===== src/rtl/lcd_bus_responder.sv =====
// HD44780-style responder for the 8-bit LCD bus: decodes writes, shadows 2x16 DDRAM, answers reads.
// Optional CGRAM storage is enabled with `define LCD_RESP_CGRAM_EN.
module lcd_bus_responder #(
    parameter int unsigned CLK_FREQ_HZ   = 25000000,
    parameter int unsigned BUSY_US       = 40,
    parameter int unsigned CLEAR_BUSY_US = 1640
) (
    input  logic       clk,
    input  logic       reset,
    input  logic       lcd_e,
    input  logic       lcd_rs,
    input  logic       lcd_rw,
    input  logic [7:0] lcd_d_in,
    output logic [7:0] lcd_d_out,
    output logic       lcd_d_oe,
    input  logic [4:0] rd_addr,
    output logic [7:0] rd_char,
    output logic       busy,
    output logic [6:0] ac,
    output logic       display_on,
    output logic       wr_strobe,
    output logic       wr_is_data,
    output logic [7:0] wr_byte,
    output logic       overrun
);
    localparam logic [31:0] BUSY_CYC  = 32'(64'(BUSY_US) * 64'(CLK_FREQ_HZ) / 64'd1000000);
    localparam logic [31:0] CLEAR_CYC = 32'(64'(CLEAR_BUSY_US) * 64'(CLK_FREQ_HZ) / 64'd1000000);

    logic [10:0] r_sync1, r_sync2;
    logic        r_e_d;
    logic [7:0]  r_shadow [32];
    logic [6:0]  r_ac;
    logic        r_inc;
    logic        r_mode_cg;
    logic [31:0] r_busy_cnt;
    logic        r_fill_act;
    logic [4:0]  r_fill_idx;
    logic        r_disp;
    logic        r_wr_strobe;
    logic        r_wr_is_data;
    logic [7:0]  r_wr_byte;
    logic        r_overrun;
    logic [7:0]  r_rd_char;
`ifdef LCD_RESP_CGRAM_EN
    logic [4:0]  r_cgram [64];
    logic [5:0]  r_cg_addr;
`endif

    logic       w_e, w_rs, w_rw, w_fall, w_busy;
    logic       w_wr_ev, w_wr_ovr, w_rd_ev, w_clr_cmd;
    logic [7:0] w_d, w_rd_data;
    logic       w_ac_hit;
    logic [4:0] w_ac_idx;

    // Legal DDRAM addresses are 0x00-0x27 and 0x40-0x67; anything else snaps to the next legal one.
    function automatic logic [6:0] f_step(input logic [6:0] a, input logic up);
        if (up) begin
            if (a < 7'h27)       return a + 7'd1;
            else if (a < 7'h40)  return 7'h40;
            else if (a < 7'h67)  return a + 7'd1;
            else                 return 7'h00;
        end else begin
            if (a == 7'h00)      return 7'h67;
            else if (a <= 7'h27) return a - 7'd1;
            else if (a <= 7'h40) return 7'h27;
            else if (a <= 7'h67) return a - 7'd1;
            else                 return 7'h67;
        end
    endfunction

    assign w_e       = r_sync2[10];
    assign w_rs      = r_sync2[9];
    assign w_rw      = r_sync2[8];
    assign w_d       = r_sync2[7:0];
    assign w_fall    = r_e_d & ~w_e;
    assign w_busy    = (r_busy_cnt != 32'd0);
    assign w_wr_ev   = w_fall & ~w_rw & ~w_busy;
    assign w_wr_ovr  = w_fall & ~w_rw & w_busy;
    assign w_rd_ev   = w_fall & w_rw & w_rs & ~w_busy;
    assign w_clr_cmd = ~w_rs & (w_d == 8'h01 || w_d == 8'h02 || w_d == 8'h03);

    always_comb begin
        w_ac_hit = 1'b0;
        w_ac_idx = {1'b0, r_ac[3:0]};
        if (r_ac[6:4] == 3'b000) begin
            w_ac_hit = 1'b1;
        end else if (r_ac[6:4] == 3'b100) begin
            w_ac_hit = 1'b1;
            w_ac_idx = {1'b1, r_ac[3:0]};
        end
    end

    always_comb begin
        w_rd_data = 8'h20;
        if (r_mode_cg) begin
`ifdef LCD_RESP_CGRAM_EN
            w_rd_data = {3'b000, r_cgram[r_cg_addr]};
`else
            w_rd_data = 8'h00;
`endif
        end else if (w_ac_hit) begin
            w_rd_data = r_shadow[w_ac_idx];
        end
    end

    always_ff @(posedge clk or negedge reset) begin
        if (!reset) begin
            r_sync1      <= '0;
            r_sync2      <= '0;
            r_e_d        <= 1'b0;
            for (int i = 0; i < 32; i++) r_shadow[i] <= 8'h20;
            r_ac         <= '0;
            r_inc        <= 1'b1;
            r_mode_cg    <= 1'b0;
            r_busy_cnt   <= '0;
            r_fill_act   <= 1'b0;
            r_fill_idx   <= '0;
            r_disp       <= 1'b0;
            r_wr_strobe  <= 1'b0;
            r_wr_is_data <= 1'b0;
            r_wr_byte    <= '0;
            r_overrun    <= 1'b0;
            r_rd_char    <= 8'h20;
`ifdef LCD_RESP_CGRAM_EN
            for (int i = 0; i < 64; i++) r_cgram[i] <= '0;
            r_cg_addr    <= '0;
`endif
        end else begin
            r_sync1     <= {lcd_e, lcd_rs, lcd_rw, lcd_d_in};
            r_sync2     <= r_sync1;
            r_e_d       <= w_e;
            r_wr_strobe <= w_wr_ev;
            r_rd_char   <= r_shadow[rd_addr];
            if (w_wr_ovr) r_overrun <= 1'b1;

            if (w_wr_ev) begin
                r_busy_cnt   <= w_clr_cmd ? CLEAR_CYC : BUSY_CYC;
                r_wr_is_data <= w_rs;
                r_wr_byte    <= w_d;
            end else if (w_busy) begin
                r_busy_cnt   <= r_busy_cnt - 32'd1;
            end

            // Clear-display fill runs inside the busy window, so no data write can collide with it.
            if (r_fill_act) begin
                r_shadow[r_fill_idx] <= 8'h20;
                r_fill_idx           <= r_fill_idx + 5'd1;
                if (r_fill_idx == 5'd31) r_fill_act <= 1'b0;
            end

            if (w_wr_ev && !w_rs) begin
                if (w_d[7]) begin
                    r_ac      <= w_d[6:0];
                    r_mode_cg <= 1'b0;
                end else if (w_d[6]) begin
                    r_mode_cg <= 1'b1;
`ifdef LCD_RESP_CGRAM_EN
                    r_cg_addr <= w_d[5:0];
`endif
                end else if (w_d[5] || w_d[4]) begin
                    r_mode_cg <= r_mode_cg;
                end else if (w_d[3]) begin
                    r_disp <= w_d[2];
                end else if (w_d[2]) begin
                    r_inc <= w_d[1];
                end else if (w_d[1]) begin
                    r_ac <= '0;
                end else if (w_d[0]) begin
                    r_ac       <= '0;
                    r_inc      <= 1'b1;
                    r_fill_act <= 1'b1;
                    r_fill_idx <= '0;
                end
            end

            if (w_wr_ev && w_rs) begin
                if (!r_mode_cg) begin
                    if (w_ac_hit) r_shadow[w_ac_idx] <= w_d;
                    r_ac <= f_step(r_ac, r_inc);
                end
`ifdef LCD_RESP_CGRAM_EN
                else begin
                    r_cgram[r_cg_addr] <= w_d[4:0];
                    r_cg_addr          <= r_cg_addr + 6'd1;
                end
`endif
            end

            if (w_rd_ev) begin
                if (!r_mode_cg) r_ac <= f_step(r_ac, r_inc);
`ifdef LCD_RESP_CGRAM_EN
                else            r_cg_addr <= r_cg_addr + 6'd1;
`endif
            end
        end
    end

    assign lcd_d_oe   = w_e & w_rw;
    assign lcd_d_out  = w_rs ? w_rd_data : {w_busy, r_ac};
    assign rd_char    = r_rd_char;
    assign busy       = w_busy;
    assign ac         = r_ac;
    assign display_on = r_disp;
    assign wr_strobe  = r_wr_strobe;
    assign wr_is_data = r_wr_is_data;
    assign wr_byte    = r_wr_byte;
    assign overrun    = r_overrun;
endmodule


===== config.mk =====
export PLATFORM = sky130hd
export DESIGN_NAME = lcd_bus_responder
export DESIGN_NICKNAME = d
export VERILOG_FILES = /design/src/rtl/lcd_bus_responder.sv
export SDC_FILE = /design/constraint.sdc
export NUM_CORES = 1
export LEC_CHECK = 0
export BUFFER_PORTS_ARGS = -buffer_cell sky130_fd_sc_hd__buf_4
export CAP_MARGIN = 20
export CORE_MARGIN = 1
export CORE_UTILIZATION = 47
export CTS_BUF_LIST = sky130_fd_sc_hd__clkbuf_4
export DETAILED_ROUTE_END_ITERATION = 8
export PLACE_DENSITY_LB_ADDON = 0.2
export SLEW_MARGIN = 20
export SYNTH_ARGS = -nofsm -noshare
export SYNTH_HDL_FRONTEND = slang
export SYNTH_SLANG_ARGS = --single-unit

===== constraint.sdc =====
create_clock -name clk -period 3.85 [get_ports clk]
set_input_delay 0.385 -clock clk [delete_from_list [all_inputs] [get_ports clk]]
set_output_delay 0.385 -clock clk [all_outputs]
set_load 0.02 [all_outputs]

# Word level (Yosys, flattened, before mapping)
# Index checks and enable logic that the tools add are counted.
# op_classes
bitwise_logic	23
eq_ne	6
add_sub_neg	4
reduce_logical	17
order_cmp	11
muxes	69
# op_table
op	n
256-bit 2-to-1 mux	4
256-bit bitwise mux	1
224-bit bitwise AND	1
224-bit inverter	1
7-bit 2-to-1 mux	20
8-bit binary-select mux with 5-bit select	2
8-bit demux with 5-bit select	2
8-bit 2-to-1 mux	9
32-bit 2-to-1 mux	2
5-bit 2-to-1 mux	11
32-bit bitwise OR	1
32-bit nonzero test	1
32-bit by 1-bit subtractor with 32-bit output, second input constant	1
6-bit greater-or-equal comparator, second input constant	3
5-bit inverter with 6-bit output	3
1-bit 2-to-1 mux	17
8-bit by 2-bit == test with 1-bit output, second input constant	2
16-bit 2-to-1 mux	1
7-bit <= comparator, second input constant	2
7-bit less-than comparator, second input constant	2
6-bit by 1-bit less-than comparator with 1-bit output, second input constant	2
1-bit bitwise AND	9
8-bit by 1-bit == test with 1-bit output, second input constant	1
1-bit inverter	8
17 further kinds	24
# word_totals
wordCells	177
in_bits	18
out_inout_bits	37
regBits	346

# Logic depth before layout (Yosys ltp)
# Gate-level depths: netlist of the first run.
# depth
depth_word	12
ltp_mapped	11
ltp_nobuf	8

# Worst setup path after synthesis of the first run
# OpenSTA, ideal clock, no wires.
# synth_path
path_type	reg-to-reg
from	register r_ac[0], in the netlist ac[0]
to	register r_shadow[61] in the netlist's numbering
path_buffers	4
arrival_time_ns	3.003
synth_period_minus_slack_ns	3.088
setup_slack_ns	0.762
setup_ns	0.085
required_time_ns	3.765
stages_incl_launch_ff	11
cell_sequence	dfrtp_1 > clkbuf_1 > clkbuf_1 > clkbuf_1 > inv_1 > ha_1 > nand4_1 > or4_4 > buf_6 > nor3_4 > mux2_1
# synth_via
elab_chain_len	11
elab_cells_between_ends	12
classes_between	order compare: 2; mux: 8; bitwise: 1; reduce/logical: 1
# synth_rtl
element	line_no	rtl
start: declaration	32	logic [6:0] r_ac;
start signal: assignment	153	r_ac <= w_d[6:0];
start signal: assignment	179	r_ac <= f_step(r_ac, r_inc);
start signal: assignment	190	if (!r_mode_cg) r_ac <= f_step(r_ac, r_inc);
5-bit 2-to-1 mux	87	end else if (r_ac[6:4] == 3'b100) begin
5-bit 2-to-1 mux *	85	if (r_ac[6:4] == 3'b000) begin
5-bit inverter with 6-bit output (not written as such) *	178	if (w_ac_hit) r_shadow[w_ac_idx] <= w_d;
6-bit greater-or-equal comparator (not written as such) / 6-bit by 1-bit less-than comparator with 1-bit output (equally long branches)	178	
1-bit logical AND (not written as such)	178	
8-bit 2-to-1 mux (not written as such)	178	
8-bit demux with 5-bit select *	178	
256-bit bitwise mux *	178	
256-bit 2-to-1 mux *	178	
256-bit 2-to-1 mux *	177	if (!r_mode_cg) begin
256-bit 2-to-1 mux *	176	if (w_wr_ev && w_rs) begin
end signal: indexed assignment	178	
end: declaration	31	logic [7:0] r_shadow [32];
# Mark *: on every way between the ends. The rest lies on a longest branch, timed or not.
# A chain may end at the register's enable or synchronous reset.

# Final worst setup path of the first run
# layout_path
from	register r_ac[1], in the netlist ac[1]
to	output port lcd_d_out[4]
# layout_via
elab_chain_len	9
# layout_rtl
element	line_no	rtl
5-bit 2-to-1 mux	87	
5-bit 2-to-1 mux *	85	
5-bit inverter with 6-bit output (not written as such) *	102	w_rd_data = r_shadow[w_ac_idx];
8-bit binary-select mux with 5-bit select *	102	
8-bit 2-to-1 mux (not written as such) * (2 in series)	102	
8-bit 2-to-1 mux *	101	end else if (w_ac_hit) begin
8-bit 2-to-1 mux *	95	if (r_mode_cg) begin
8-bit 2-to-1 mux *	199	assign lcd_d_out = w_rs ? w_rd_data : {w_busy, r_ac};
end: declaration	14	output logic [7:0] lcd_d_out,
# Mark *: on every way between the ends. The rest lies on a longest branch, timed or not. The select of a mux whose other input is x is not followed.

==> impl_metrics.toml, run 1 <==
[power_and_ir_drop]
vdd_drop_max_uv = 302
power_density_nw_per_um2 = 404
p_total_mw = 8.66
p_leak_nw = 8.84

[status]
failed_checks = "negative setup slack"
status = "finished with violations"

[critical_path]
crit_path_start = "ac[1]$_DFF_PN0_"
crit_slowest_cell = "dfrtp_4"
worstRegToRegCells = 7
cp-end-kind = "output pin"
slowest_delay_ns = 0.70
required_ns = 3.46
crit_buf_inv = 2
cp.arrival_ns = 3.48
cp-start-kind = "register"
crit_path_cell_trace = "buf_4, mux4_2, a22oi_1, and4_1, o22ai_1, buf_4"
worstPathMaxFanout = 18
reg2reg_slack_ns = 0.66
worst_path_most_repeated_cell = "buf_4"
critPathTopFamily = "flip-flops"
r2r-start = "r_busy_cnt[1]$_DFFE_PN0P_"
rr_endpoint = "ac[6]$_DFF_PN0_"
cp.depth = 6
worstSetupEndpoint = "lcd_d_out[4]"
crit_type = "register to output pin"

[yosys]
syn_area_um2 = 18500
yosysSeqAreaShare = 0.469
postSynthAreaPerCell_um2 = 10.8
yosys.area_share.simple = 0.170
ys_async_sr_fraction = 1.00
synth_ff_type = "dfrtp_1"
yosysWarnings = 0
synth_xor_area_frac = 0.0142
synth_fp_nets = 1744
synth_compound_area_frac = 0.108
synth_edf_count = 0
synth_top_family_by_area = "multiplexers"
synth_cell_types = 65
synthAdderAreaFrac = 0.00742
syn_inst = 1715
synthMuxAreaShare = 0.197
synth-seq-cells = 346

[floorplanning]
coreArea_um2 = 38800
die_w_um = 201
dieArea_um2 = 40300
io_pins = 55
initial_core_util = 0.478
core.rowCount = 72
die_h_um = 201

[grt]
grt_max_degree = 105
grt_usage = 0.331
grt_pass1_wl_um = 99000
grt_overflow = 0
grt_pass1_vias = 15552
grt_antenna_before_repair = 4

[drt]
drtAntennaViolNets = 0
drt_wl_total_um = 65700
drtIter0Drc = 1737
drcViolationCount = 0
post_drt_via_cell_ratio = 6.48
vias = 15834
first_pass_iters = 6
avgRoutedWirePerCell_um = 26.9

[clock_tree]
cts_buffers = 96
htree_levels = 3
cts.clk_slew.worst_paths_ns = 0.06
cts_tree = "built"
worst_skew_pair.late_latency_ns = 0.85
clockBufferDepth = 3
cts.sinks = 346
cts-root-buf = "clkbuf_4"

[layout]
final_core_util = 0.552
regArea_um2 = 8710
fill_cells = 3390
multi_input_area_um2 = 9310
nets = 1866
synthToLayoutAreaGrowth_pct = 15.5
drive_gt1_frac = 0.288

[sta]
hold_viol_final = 0
rsz0062_at_grt = "yes"
finalSetupTns_ns = -0.0120
fin_worst_skew_ns = 0.0404
tightest_slew_ns = 1.18
layout_min_cycle_time_ns = 3.86
slew_viol_final = 0
setup_viol_count_final = 1
fmax_mhz = 259
fin_ws_ns = -0.0120
fin_crit_sh = 1.00
slew_headroom = 0.210

[run]
cap_violations = 0

[placement]
dp_hpwl_um = 42900
io_buffer_count = 54
dp_slack_ns = 0.714
gp_congestion = 0.981

[worst_hold_path]
hp-class = "primary input to register"
logic make-up after synthesis:
| family | count (synthesis) |
|---|---|
| AND/OR/NAND/NOR | 627 |
| AO/OA/AOI/OAI | 358 |
| flip-flops | 346 |
| multiplexers | 182 |
| buffers and inverters | 161 |
| XOR/XNOR | 30 |
| adder cells (fa/ha/maj) | 11 |
worst min-delay path by stage:
stage / start / to / slack (ns) / depth (start not counted)
final: lcd_d_in[4] / r_sync1[4]$_DFF_PN0_ / 0.20 / 2
after CTS: lcd_d_in[4] / r_sync1[4]$_DFF_PN0_ / 0.13 / 2
after global placement: r_sync1[10]$_DFF_PN0_ / r_sync2[10]$_DFF_PN0_ / 0.33 / 0
after detailed placement: r_sync1[1]$_DFF_PN0_ / r_sync2[1]$_DFF_PN0_ / 0.33 / 0
after global routing: lcd_d_in[4] / r_sync1[4]$_DFF_PN0_ / 0.15 / 2
after floorplan: reset / ac[0]$_DFF_PN0_ / 0.09 / 0
metrics by stage:
step	hold WS, ns	area [um2]	instances
final	0.200	21400	2442
after global routing	0.151	21400	2441
after CTS	0.132	21300	2427
after detailed placement	0.335	19800	2232
after global placement	0.333	19800	2232
after floorplan	0.0894	18500	1715
cell usage after synthesis (5+ instances only):
library cell  instances  share of area
dfstp_2              34          0.048
mux2_2               27          0.016
clkbuf_1            112          0.023
nand2_1             230          0.047
mux4_2              144           0.17
nor3_4                5         0.0044
and2_1                8         0.0027
and3_1                6         0.0020
nand4_1              28         0.0094
buf_2                 6         0.0016
o22ai_1               7         0.0024
ha_1                 11         0.0074
nand2b_1             11         0.0037
buf_1                17         0.0034
a22oi_1              37          0.015
mux2i_1               9         0.0049
nor4_1               21         0.0071
a31oi_1               5         0.0017
a211oi_1              7         0.0028
dfrtp_1             312           0.42
and4_1               12         0.0057
xnor2_1              16         0.0076
nor4_2                6         0.0040
o21ai_0             230          0.062
or3_1                 7         0.0024
or4_1                 6         0.0024
inv_1                24         0.0049
nor3b_1               6         0.0024
nor2_1               55          0.011
nor3_1               28         0.0076
nor2b_1               5         0.0017
nand3_1             173          0.047
a21oi_1              49          0.013
xor2_1               14         0.0066
sequential cells by signal, summed over array words and instances (netlist names):
| signal | cells |
|---|---|
| ac | 7 |
| display_on | 1 |
| overrun | 1 |
| r_busy_cnt | 32 |
| r_e_d | 1 |
| r_fill_act | 1 |
| r_fill_idx | 5 |
| r_inc | 1 |
| r_mode_cg | 1 |
| r_shadow | 256 |
| r_sync1 | 11 |
| r_sync2 | 11 |
| rd_char | 8 |
| wr_byte | 8 |
| wr_is_data | 1 |
| wr_strobe | 1 |
cells in the final DEF (no fill, tap or decap), drive strengths merged, types with 6 or more instances in the layout:
master,synthesis,layout
dfrtp,312,312
o21ai,232,232
nand2,230,230
nand3,173,173
clkbuf,112,153
buf,25,148
mux4,144,144
nor2,55,55
a21oi,49,49
a22oi,37,37
dfstp,34,34
nor3,33,33
mux2,29,29
nor4,29,29
nand4,28,28
inv,24,26
clkinv,0,22
xnor2,16,16
xor2,14,14
dlygate4sd3,0,13
and4,12,12
nand2b,11,11
ha,11,11
mux2i,9,9
and2,9,9
a211oi,7,7
or3,7,7
o22ai,7,7
or4,7,7
and3,6,6
nor3b,6,6
area by class of cell:
cell class / count / share of cell area
antenna: 5 / 0.000584
clock buffer: 153 / 0.0536
clock inverter: 27 / 0.00689
inverter: 24 / 0.00420
multi-input combinational: 1208 / 0.434
sequential: 346 / 0.406
tap: 518 / 0.0302
timing repair buffer: 161 / 0.0636
what timing repair did:
item / CTS / global route
endpoints found under the hold margin: 111 / 0
gates resized for setup: 2 / 5
setup buffers: 2 / 10
endpoints found under the setup margin: 8 / 9
hold buffers: 13 / 0
per-layer routing:
layer / global-route usage / up-vias / wire (um)
met5: 0 / - / 25
met4: 0.178 / 4 / 3490
met3: 0.0925 / 218 / 7030
met2: 0.487 / 931 / 29500
met1: 0.448 / 7974 / 25600
li1: - / 6707 / -
report_power, final:
part,switching [mW],internal (mW)
Clock,1.65,1.87
Sequential,0.161,3.76
Combinational,0.788,0.431
Note: power is estimated with default switching activity, not from simulation.
==> run 2: changes to the inputs <==
--- a/config.mk
+++ b/config.mk
@@ -7,11 +7,14 @@
 export LEC_CHECK = 0
 export BUFFER_PORTS_ARGS = -buffer_cell sky130_fd_sc_hd__buf_4
 export CAP_MARGIN = 20
+export CELL_PAD_IN_SITES_DETAIL_PLACEMENT = 1
+export CELL_PAD_IN_SITES_GLOBAL_PLACEMENT = 2
 export CORE_MARGIN = 1
-export CORE_UTILIZATION = 47
+export CORE_UTILIZATION = 44
 export CTS_BUF_LIST = sky130_fd_sc_hd__clkbuf_4
+export CTS_CLUSTER_DIAMETER = 120
 export DETAILED_ROUTE_END_ITERATION = 8
-export PLACE_DENSITY_LB_ADDON = 0.2
+export PLACE_DENSITY_LB_ADDON = 0.1
 export SLEW_MARGIN = 20
 export SYNTH_ARGS = -nofsm -noshare
 export SYNTH_HDL_FRONTEND = slang
==> run 2 against run 1 <==
  * Hold slack lost 0.19 ns
  * The run now ends clean
  * Critical path depth stayed put
  * Die area increased by 6.7%
  * Register-to-register slack got worse by 0.20 ns
  * Sequential power about the same
  * Critical endpoint is now lcd_d_out[2]
  * Clock power increased by 5.7%
  * Setup slack better by 0.051 ns
  * Power up 2.6%
  * Combinational power hardly changed
  * Wire length increased by 12%
  * First-iteration DRC count fell by 16%
  * Count of clock-buffer cells in the layout unchanged
==> impl_metrics.toml, run 2 (synthesis gave the netlist of run 1 again) <==
[status]
status = "completed"

[power_and_ir_drop]
sw_frac_of_total = 0.303
p_seq_frac = 0.441
p_total_mw = 8.89
p_sw_mw = 2.70
vdd_drop_max_uv = 202
comb_power_share = 0.141
p_int_mw = 6.20
p_clk_frac = 0.418
power_density_nw_per_um2 = 414
p_leak_nw = 8.84

[placement]
post_dp_cell_area_um2 = 19800
gp_congestion = 0.930
io_buffer_count = 54
dp_hpwl_um = 48900
dp_slack_ns = 0.548

[critical_path]
worstPathMaxFanout = 21
worstSetupEndpoint = "lcd_d_out[2]"
rr_endpoint = "r_shadow[43]$_DFF_PN0_"
reg2reg_slack_ns = 0.46
crit_path_cell_trace = "buf_4, mux4_2, a22oi_1, and4_1, o22ai_1, buf_4"
crit_path_start = "ac[1]$_DFF_PN0_"
cp-start-kind = "register"
required_ns = 3.46
slowest_delay_ns = 0.72
crit_slowest_cell = "dfrtp_4"
worstRegToRegCells = 6
worst_path_most_repeated_cell = "buf_4"
critPathTopFamily = "flip-flops"
crit_type = "register to output pin"
cp-end-kind = "output pin"
cp.arrival_ns = 3.43
r2r-start = "ac[5]$_DFF_PN0_"
cp.depth = 6
crit_buf_inv = 2

[sta]
slew_headroom = 0.239
whs_ns = 0.0131
fin_ws_ns = 0.0393
finalSetupTns_ns = 0
rsz0062_at_grt = "no"
tightest_slew_ns = 1.14
layout_min_cycle_time_ns = 3.81
fmax_mhz = 262
slew_viol_final = 0
setup_viol_count_final = 0
hold_viol_final = 0
fin_crit_sh = 0.990
fin_worst_skew_ns = 0.0530

[layout]
largest_register_ffs = 256
layout_common_cells = "dfrtp_1 (310), nand2_1 (230), o21ai_0 (230)"
final_common_cell = "dfrtp_1"
reg_top3 = "r_shadow: 256 flops, r_busy_cnt: 32 flops"
nets = 1863
fill_cells = 4462
largest-register = "r_shadow"
drive_gt1_frac = 0.283
postLayoutCellArea_um2 = 21500
regArea_um2 = 8710
multi_input_area_um2 = 9290
synthToLayoutAreaGrowth_pct = 15.7

[floorplanning]
dieArea_um2 = 43000
core.rowCount = 74
coreArea_um2 = 41200
die_h_um = 207
initial_core_util = 0.450
io_pins = 55
die_w_um = 207

[clock_tree]
cts-root-buf = "clkbuf_4"
clockBufferDepth = 3
htree_levels = 3
cts_buffers = 96
cts.clk_slew.worst_paths_ns = 0.07
cts_tree = "built"
worst_skew_pair.late_latency_ns = 0.89
cts.sinks = 346

[drt]
drtAntennaViolNets = 0
drt_wl_total_um = 73300
drcViolationCount = 0
drtIter0Drc = 1462
first_pass_iters = 5
avgRoutedWirePerCell_um = 29.8
post_drt_via_cell_ratio = 6.57
vias = 16132

[grt]
grt_overflow = 0
grt_usage = 0.350
grt_pass1_vias = 16709
grt_antenna_before_repair = 11
grt_max_degree = 122
grt_pass1_wl_um = 111000

[run]
cap_violations = 0

[worst_hold_path]
hp-class = "primary input to async pin"
==> run 2: what timing repair did <==
| item | in CTS | in global routing |
|---|---|---|
| gates resized for setup | 2 | 2 |
| setup buffers | 4 | 3 |
| pin swaps | 1 | 0 |
| endpoints found under the hold margin | 125 | 0 |
| hold buffers | 13 | 0 |
| endpoints found under the setup margin | 9 | 6 |
==> run 2: routing by layer <==
metal  up-vias  share of wire  wire length, um  GRT usage
met1      8416           0.41            29800      0.464
met5         -         0.0012               87          0
met3       227          0.084             6160     0.0912
li1       6712              -                -          -
met2       765           0.46            33700      0.537
met4        12          0.048             3550      0.166
==> run 2: worst min path at each step <==
stage                                       to  cells after the start
finish              r_busy_cnt[14]$_DFFE_PN0P_                      2
global route            wr_byte[5]$_DFFE_PN0N_                      2
CTS                       r_sync1[7]$_DFF_PN0_                      2
detailed placement       r_sync2[10]$_DFF_PN0_                      0
global placement          r_sync2[5]$_DFF_PN0_                      0
floorplan                      ac[0]$_DFF_PN0_                      0
==> run 2: cell type report <==
| cell class | instances | area share |
|---|---|---|
| multi-input combinational | 1208 | 0.433 |
| clock buffer | 153 | 0.0535 |
| inverter | 24 | 0.00420 |
| tap | 532 | 0.0310 |
| timing repair buffer | 158 | 0.0631 |
| clock inverter | 28 | 0.00880 |
| sequential | 346 | 0.406 |
| antenna | 8 | 0.000933 |
==> run 2: worst register-to-register path, delay by kind of cell, from the launching register on <==
family	cells	cell delay [ns]
AOI/OAI and AO/OA	1	0.12
buffers and inverters	1	0.22
DFF	1	0.50
and+or+nand+nor	4	2.38
==> run 2: power by group through the flow <==
stage	clock, mW	sequential (mW)	combinational, mW
floorplan	0	3.95	0.703
global placement	0	4.00	1.15
CTS	3.80	3.93	1.22
detailed placement	0	4.01	1.16
finish	3.72	3.92	1.25
global route	3.98	3.95	1.34
==> run 2: stage by stage <==
stage                     std cells   util
final                          2457  0.521
after global routing           2455  0.521
after CTS                      2445  0.518
after detailed placement       2247  0.481
after global placement         2247  0.481
after floorplan                1715      -
